## src/rtl/cordic_pkg.sv

```systemverilog
// rtl/cordic_pkg.sv - shared CORDIC parameters, FSM state type and elaboration-time constant builders
package cordic_pkg;

    localparam int WIDTH_DEF = 24;
    localparam int ITER_DEF  = 16;
    localparam int GUARD     = 2;

    typedef enum logic [1:0] {IDLE, RUN, DONE} state_t;

    // Fixed-point scale used while building constants; far finer than any table entry.
    localparam int CSCALE = 56;

    // atan(1/m) at 2^CSCALE via the alternating Taylor series, exact integer arithmetic.
    function automatic longint atan_recip(input longint m);
        longint p;
        longint m2;
        longint sum;
        p   = (longint'(1) <<< CSCALE) / m;
        m2  = m * m;
        sum = 0;
        for (int k = 0; k < 64; k++) begin
            if (p != 0) begin
                if (k % 2 == 0)
                    sum = sum + p / longint'(2 * k + 1);
                else
                    sum = sum - p / longint'(2 * k + 1);
                p = p / m2;
            end
        end
        return sum;
    endfunction

    // round(atan(2^-i) * 2^(width+GUARD)); atan(1) is built as atan(1/2) + atan(1/3).
    function automatic longint atan_entry(input int i, input int width);
        longint v;
        int     frac;
        frac = width + GUARD;
        if (i == 0)
            v = atan_recip(2) + atan_recip(3);
        else
            v = atan_recip(longint'(1) <<< i);
        return (v + (longint'(1) <<< (CSCALE - frac - 1))) >>> (CSCALE - frac);
    endfunction

    // prod 1/sqrt(1+2^-2i) at 2^(width+GUARD): square accumulated at 2^62, then integer sqrt.
    function automatic longint gain_k(input int width, input int iter);
        longint k2;
        longint r;
        longint t;
        int     frac;
        frac = width + GUARD;
        k2   = longint'(1) <<< 62;
        for (int i = 0; i < iter; i++)
            k2 = k2 - k2 / ((longint'(1) <<< (2 * i)) + 1);
        r = 0;
        for (int b = 30; b >= 0; b--) begin
            t = r | (longint'(1) <<< b);
            if (t * t <= k2)
                r = t;
        end
        return (r + (longint'(1) <<< (30 - frac))) >>> (31 - frac);
    endfunction

endpackage

```

## src/rtl/cordic_atan_rom.sv

```systemverilog
// rtl/cordic_atan_rom.sv - combinational arctangent table, one entry per micro-rotation
module cordic_atan_rom
    import cordic_pkg::*;
#(
    parameter int WIDTH = WIDTH_DEF,
    parameter int ITER  = ITER_DEF,
    localparam int IW   = WIDTH + 2 + GUARD,
    localparam int CW   = (ITER > 1) ? $clog2(ITER) : 1
) (
    input  logic [CW-1:0]        idx,
    output logic signed [IW-1:0] atan
);

    logic signed [IW-1:0] rom [ITER];

    for (genvar g = 0; g < ITER; g++) begin : g_rom
        localparam longint ENTRY = atan_entry(g, WIDTH);
        assign rom[g] = ENTRY[IW-1:0];
    end

    always_comb begin
        atan = '0;
        if (32'(idx) < ITER)
            atan = rom[idx];
    end

endmodule

```

## src/rtl/cordic_cos_iter.sv

```systemverilog
// rtl/cordic_cos_iter.sv - iterative rotation-mode CORDIC, one micro-rotation per enabled clock
module cordic_cos_iter
    import cordic_pkg::*;
#(
    parameter int WIDTH = WIDTH_DEF,
    parameter int ITER  = ITER_DEF
) (
    input  logic                    clk,
    input  logic                    reset,
    input  logic                    clk_en,
    input  logic                    start,
    input  logic signed [WIDTH+1:0] theta,
    output logic                    busy,
    output logic                    done,
    output logic signed [WIDTH+1:0] cos_out,
    output logic signed [WIDTH+1:0] sin_out
);

    localparam int DW = WIDTH + 2;
    localparam int IW = DW + GUARD;
    localparam int CW = (ITER > 1) ? $clog2(ITER) : 1;
    localparam logic signed [IW-1:0] K_INIT = IW'(gain_k(WIDTH, ITER));

    state_t               state;
    logic [CW-1:0]        i;
    logic signed [IW-1:0] x;
    logic signed [IW-1:0] y;
    logic signed [IW-1:0] z;
    logic signed [IW-1:0] xs;
    logic signed [IW-1:0] ys;
    logic signed [IW-1:0] atan_i;
    logic                 d;

    assign xs = x >>> i;
    assign ys = y >>> i;
    assign d  = ~z[IW-1];

    cordic_atan_rom #(
        .WIDTH (WIDTH),
        .ITER  (ITER)
    ) u_rom (
        .idx  (i),
        .atan (atan_i)
    );

    always_ff @(posedge clk) begin
        if (reset) begin
            state   <= IDLE;
            busy    <= 1'b0;
            done    <= 1'b0;
            cos_out <= '0;
            sin_out <= '0;
            x       <= '0;
            y       <= '0;
            z       <= '0;
            i       <= '0;
        end else if (clk_en) begin
            done <= 1'b0;
            case (state)
                IDLE: begin
                    if (start) begin
                        x     <= K_INIT;
                        y     <= '0;
                        z     <= {theta, {GUARD{1'b0}}};
                        i     <= '0;
                        busy  <= 1'b1;
                        state <= RUN;
                    end
                end
                RUN: begin
                    x <= d ? (x - ys) : (x + ys);
                    y <= d ? (y + xs) : (y - xs);
                    z <= d ? (z - atan_i) : (z + atan_i);
                    i <= i + 1'b1;
                    if (i == CW'(ITER - 1))
                        state <= DONE;
                end
                DONE: begin
                    // Truncating the guard bits is the arithmetic right shift by GUARD.
                    cos_out <= x[IW-1 -: DW];
                    sin_out <= y[IW-1 -: DW];
                    done    <= 1'b1;
                    busy    <= 1'b0;
                    state   <= IDLE;
                end
                default: state <= IDLE;
            endcase
        end
    end

endmodule

```

## config.mk

```make
export PLATFORM = sky130hd
export DESIGN_NAME = cordic_cos_iter
export DESIGN_NICKNAME = d
export VERILOG_FILES = /design/src/rtl/cordic_pkg.sv /design/src/rtl/cordic_atan_rom.sv /design/src/rtl/cordic_cos_iter.sv
export SDC_FILE = /design/constraint.sdc
export NUM_CORES = 1
export LEC_CHECK = 0
export BUFFER_PORTS_ARGS = -buffer_cell sky130_fd_sc_hd__buf_2
export CORE_MARGIN = 3
export CORE_UTILIZATION = 58
export CTS_BUF_LIST = sky130_fd_sc_hd__clkbuf_8
export DETAILED_ROUTE_END_ITERATION = 16
export GPL_TIMING_DRIVEN = 0
export PLACE_DENSITY = 0.79
export SYNTH_ARGS = -nofsm -noshare
export SYNTH_HDL_FRONTEND = slang
export SYNTH_SLANG_ARGS = --single-unit
```

## constraint.sdc

```tcl
create_clock -name clk -period 5.6 [get_ports clk]
set_input_delay 0.56 -clock clk [delete_from_list [all_inputs] [get_ports clk]]
set_output_delay 0.56 -clock clk [all_outputs]
set_load 0.005 [all_outputs]
```

==> out/results.ini <==
[outcome]
status = complete, no violations

[floorplanning]
num_rows = 56
core_area_sq_mm = 0.02375
floorplan.die_area_sq_mm = 0.02636
ios = 84
initial_core_util_pct = 59.71
die_h_um = 162.4
die_w_um = 162.4

[synth]
synth_area_leaders = dfxtp_1, ha_1, a21oi_1, mux4_2, nand2_1
ys_seq_area_share_pct = 20.33
synth_nets = 1951
yosysTopAreaCell = dfxtp_1
yosysMostFrequentCell = nand2_1
synth-seq-cells = 144
yosysUniqueCellTypes = 89
syn_avg_cell_area_sq_um = 7.805
synth_top_area_share_pct = 20.33
synth_edf_count = 0
synth_commonest_cells = nand2_1, a21oi_1, nor2_1, dfxtp_1, ha_1
synth_ff_type = dfxtp_1
synth_area_sq_mm = 0.01418
async_reset_ff_share_pct = 0
postSynthCellCount = 1817
ys.warnings.count = 0

[clock_network]
numCtsBuffers = 17
root_buffer = clkbuf_8
cts.reportedPaths.clkPinSlew_ns = 0.10
cts_tree = done
cts_max_level = 4
cts.sinks = 144
insertion_delay_ns = 0.50
cts_buffer_depth = 2
cts_hold_buf = 0

[critical_path]
critical_path_class = reg2reg
cp_max_fo = 10
endpoint_kind = flip-flop
required_ns = 5.95
worst_ep_arrival_time_ns = 5.82
start_kind = flip-flop

[layout]
diodes = 0
syn_to_final_growth_pct = 14.02
fin_nets = 2078
stdcell_count = 2276
multiInputGateArea_sq_mm = 0.01097
drive_gt1_share_pct = 16.91
register_area_sq_mm = 0.002898
fillers = 2046
final_util_pct = 68.08

[route]
wirelength_mm = 57.67
vias = 15600
viasPerCell = 6.855
drtAntennaViolNets = 0
drc = 0
wl_per_cell_um = 25.34
drt_iter0_drc = 1891
drt_first_pass_iters = 7

[sta]
slew_viol_final = 0
holdWs_ns = 0.3195
hold_viol = 0
slew_headroom_pct = 19.56
final.min_clock_period_ns = 5.474
fmax_mhz = 182.7
worstMarginPinSlew_ns = 1.207
setup_tns_ns = 0
worst_clock_skew_ns = 0.02382
period_share_pct = 97.74
final-setup-viol-count = 0

[grt]
grt_pass1_wl_mm = 85.71
grt_pass1_vias = 14530
globalRouteOverflowTotal = 0
antenna_found_initial = 0
grt_max_degree = 17
track_usage_pct = 42.64

[placement]
dp.cells = 2219
io_buffers = 83
dp_hpwl_mm = 43.38
gp_congestion = 1.065

[pwr]
peakVddDrop_v = 0.0001932
power.total_uw = 4942
p_leak_uw = 0.006499
p_per_area_mw_per_mm2 = 305.6

[job]
drv_cap = 0

[worst_hold_path]
worstHoldPathType = in2reg

## cells by family after synthesis
kind of cell	share of synthesized area, %
AOI/OAI and AO/OA	24.76
xor gates and xnor gates	8.637
DFF	20.33
buffers and inverters	4.923
adders and majority gates	9.334
muxes	12.85
and+or+nand+nor	19.17
## state kept, by name, summed over array words and instances (netlist names)
name,flops
z,28
x,28
done,1
cos_out,26
i,4
y,28
busy,1
state,2
sin_out,26
## cells in the final DEF, fill, tap and decap left out, types with 32 or more instances in the layout
cell type | synthesis | routed
mux2i_1 | 53 | 49
a21oi_1 | 214 | 207
a21o_1 | 32 | 32
nand3_1 | 40 | 40
o21ai_0 | 84 | 74
xor2_1 | 58 | 55
nand2_1 | 254 | 252
nor2_1 | 154 | 150
inv_1 | 37 | 37
nor3_1 | 33 | 33
ha_1 | 101 | 96
dfxtp_1 | 144 | 140
mux4_2 | 43 | 43
clkbuf_1 | 72 | 64
buf_4 | 5 | 33
xnor2_1 | 80 | 78
buf_2 | 16 | 90
## timing repair
action | 4_1_cts | 5_1_grt
gates resized for setup | 84 | 72
setup buffers | 6 | 19
pin swaps | 7 | 18
setup endpoints to repair | 76 | 32
## report_power, final
group,internal [uW],switching [uW]
Clock,424,534
Combinational,1150,1590
Sequential,1090,156
Total,2660,2280
## layer usage
layer  wire length (um)  global-route usage [%]  vias up
met5                  0                       0        -
met4               3835                   23.73        0
met1              22320                   56.72     7396
met3               7663                   11.70      238
li1                   -                       -     6866
met2              23840                   62.46     1103
## stage by stage
stage | instance area, sq um | setup slack, ns
floorplan | 14180 | 0.1655
global placement | 15000 | -2.643
detailed placement | 15000 | -2.588
CTS | 15720 | 0.003642
global route | 16170 | -0.03129
finish | 16170 | 0.1263
## worst paths after layout
check                                  from     endpoint  slack [ns]  depth (start not counted)
worst max-delay path                   i[2]        x[24]        0.13                         22
worst min register to register  cos_out[13]  cos_out[13]        0.46                          2
worst min-delay path               theta[7]         z[9]        0.32                          3
worst max register to register         i[2]        x[24]        0.13                         22
## final cells by class
class                           instances  share of cell area (%)
Inverter                               40                  0.9285
Buffer                                113                   4.565
Multi-Input combinational cell       1520                   67.83
Clock inverter                         14                   1.029
Sequential cell                       144                   17.92
Tap cell                              319                   2.468
Timing Repair Buffer                  108                   3.729
Clock buffer                           18                   1.532
## worst max-delay path: stages (launching register included)
cell,delay (ns)
dfxtp_4,0.44
buf_6,0.19
buf_6,0.17
buf_6,0.19
mux2i_1,0.26
o2bb2ai_1,0.16
nor4_1,0.60
a22oi_1,0.36
a211oi_4,0.35
a31oi_1,0.15
xnor2_1,0.24
ha_1,0.33
a21o_1,0.22
a21o_1,0.17
a21oi_1,0.14
o221ai_1,0.14
a31oi_2,0.29
o31ai_2,0.11
o41ai_2,0.37
buf_4,0.18
xnor2_1,0.05
a22oi_1,0.14
nor2_1,0.06
Note: power is estimated with default switching activity, not from simulation.
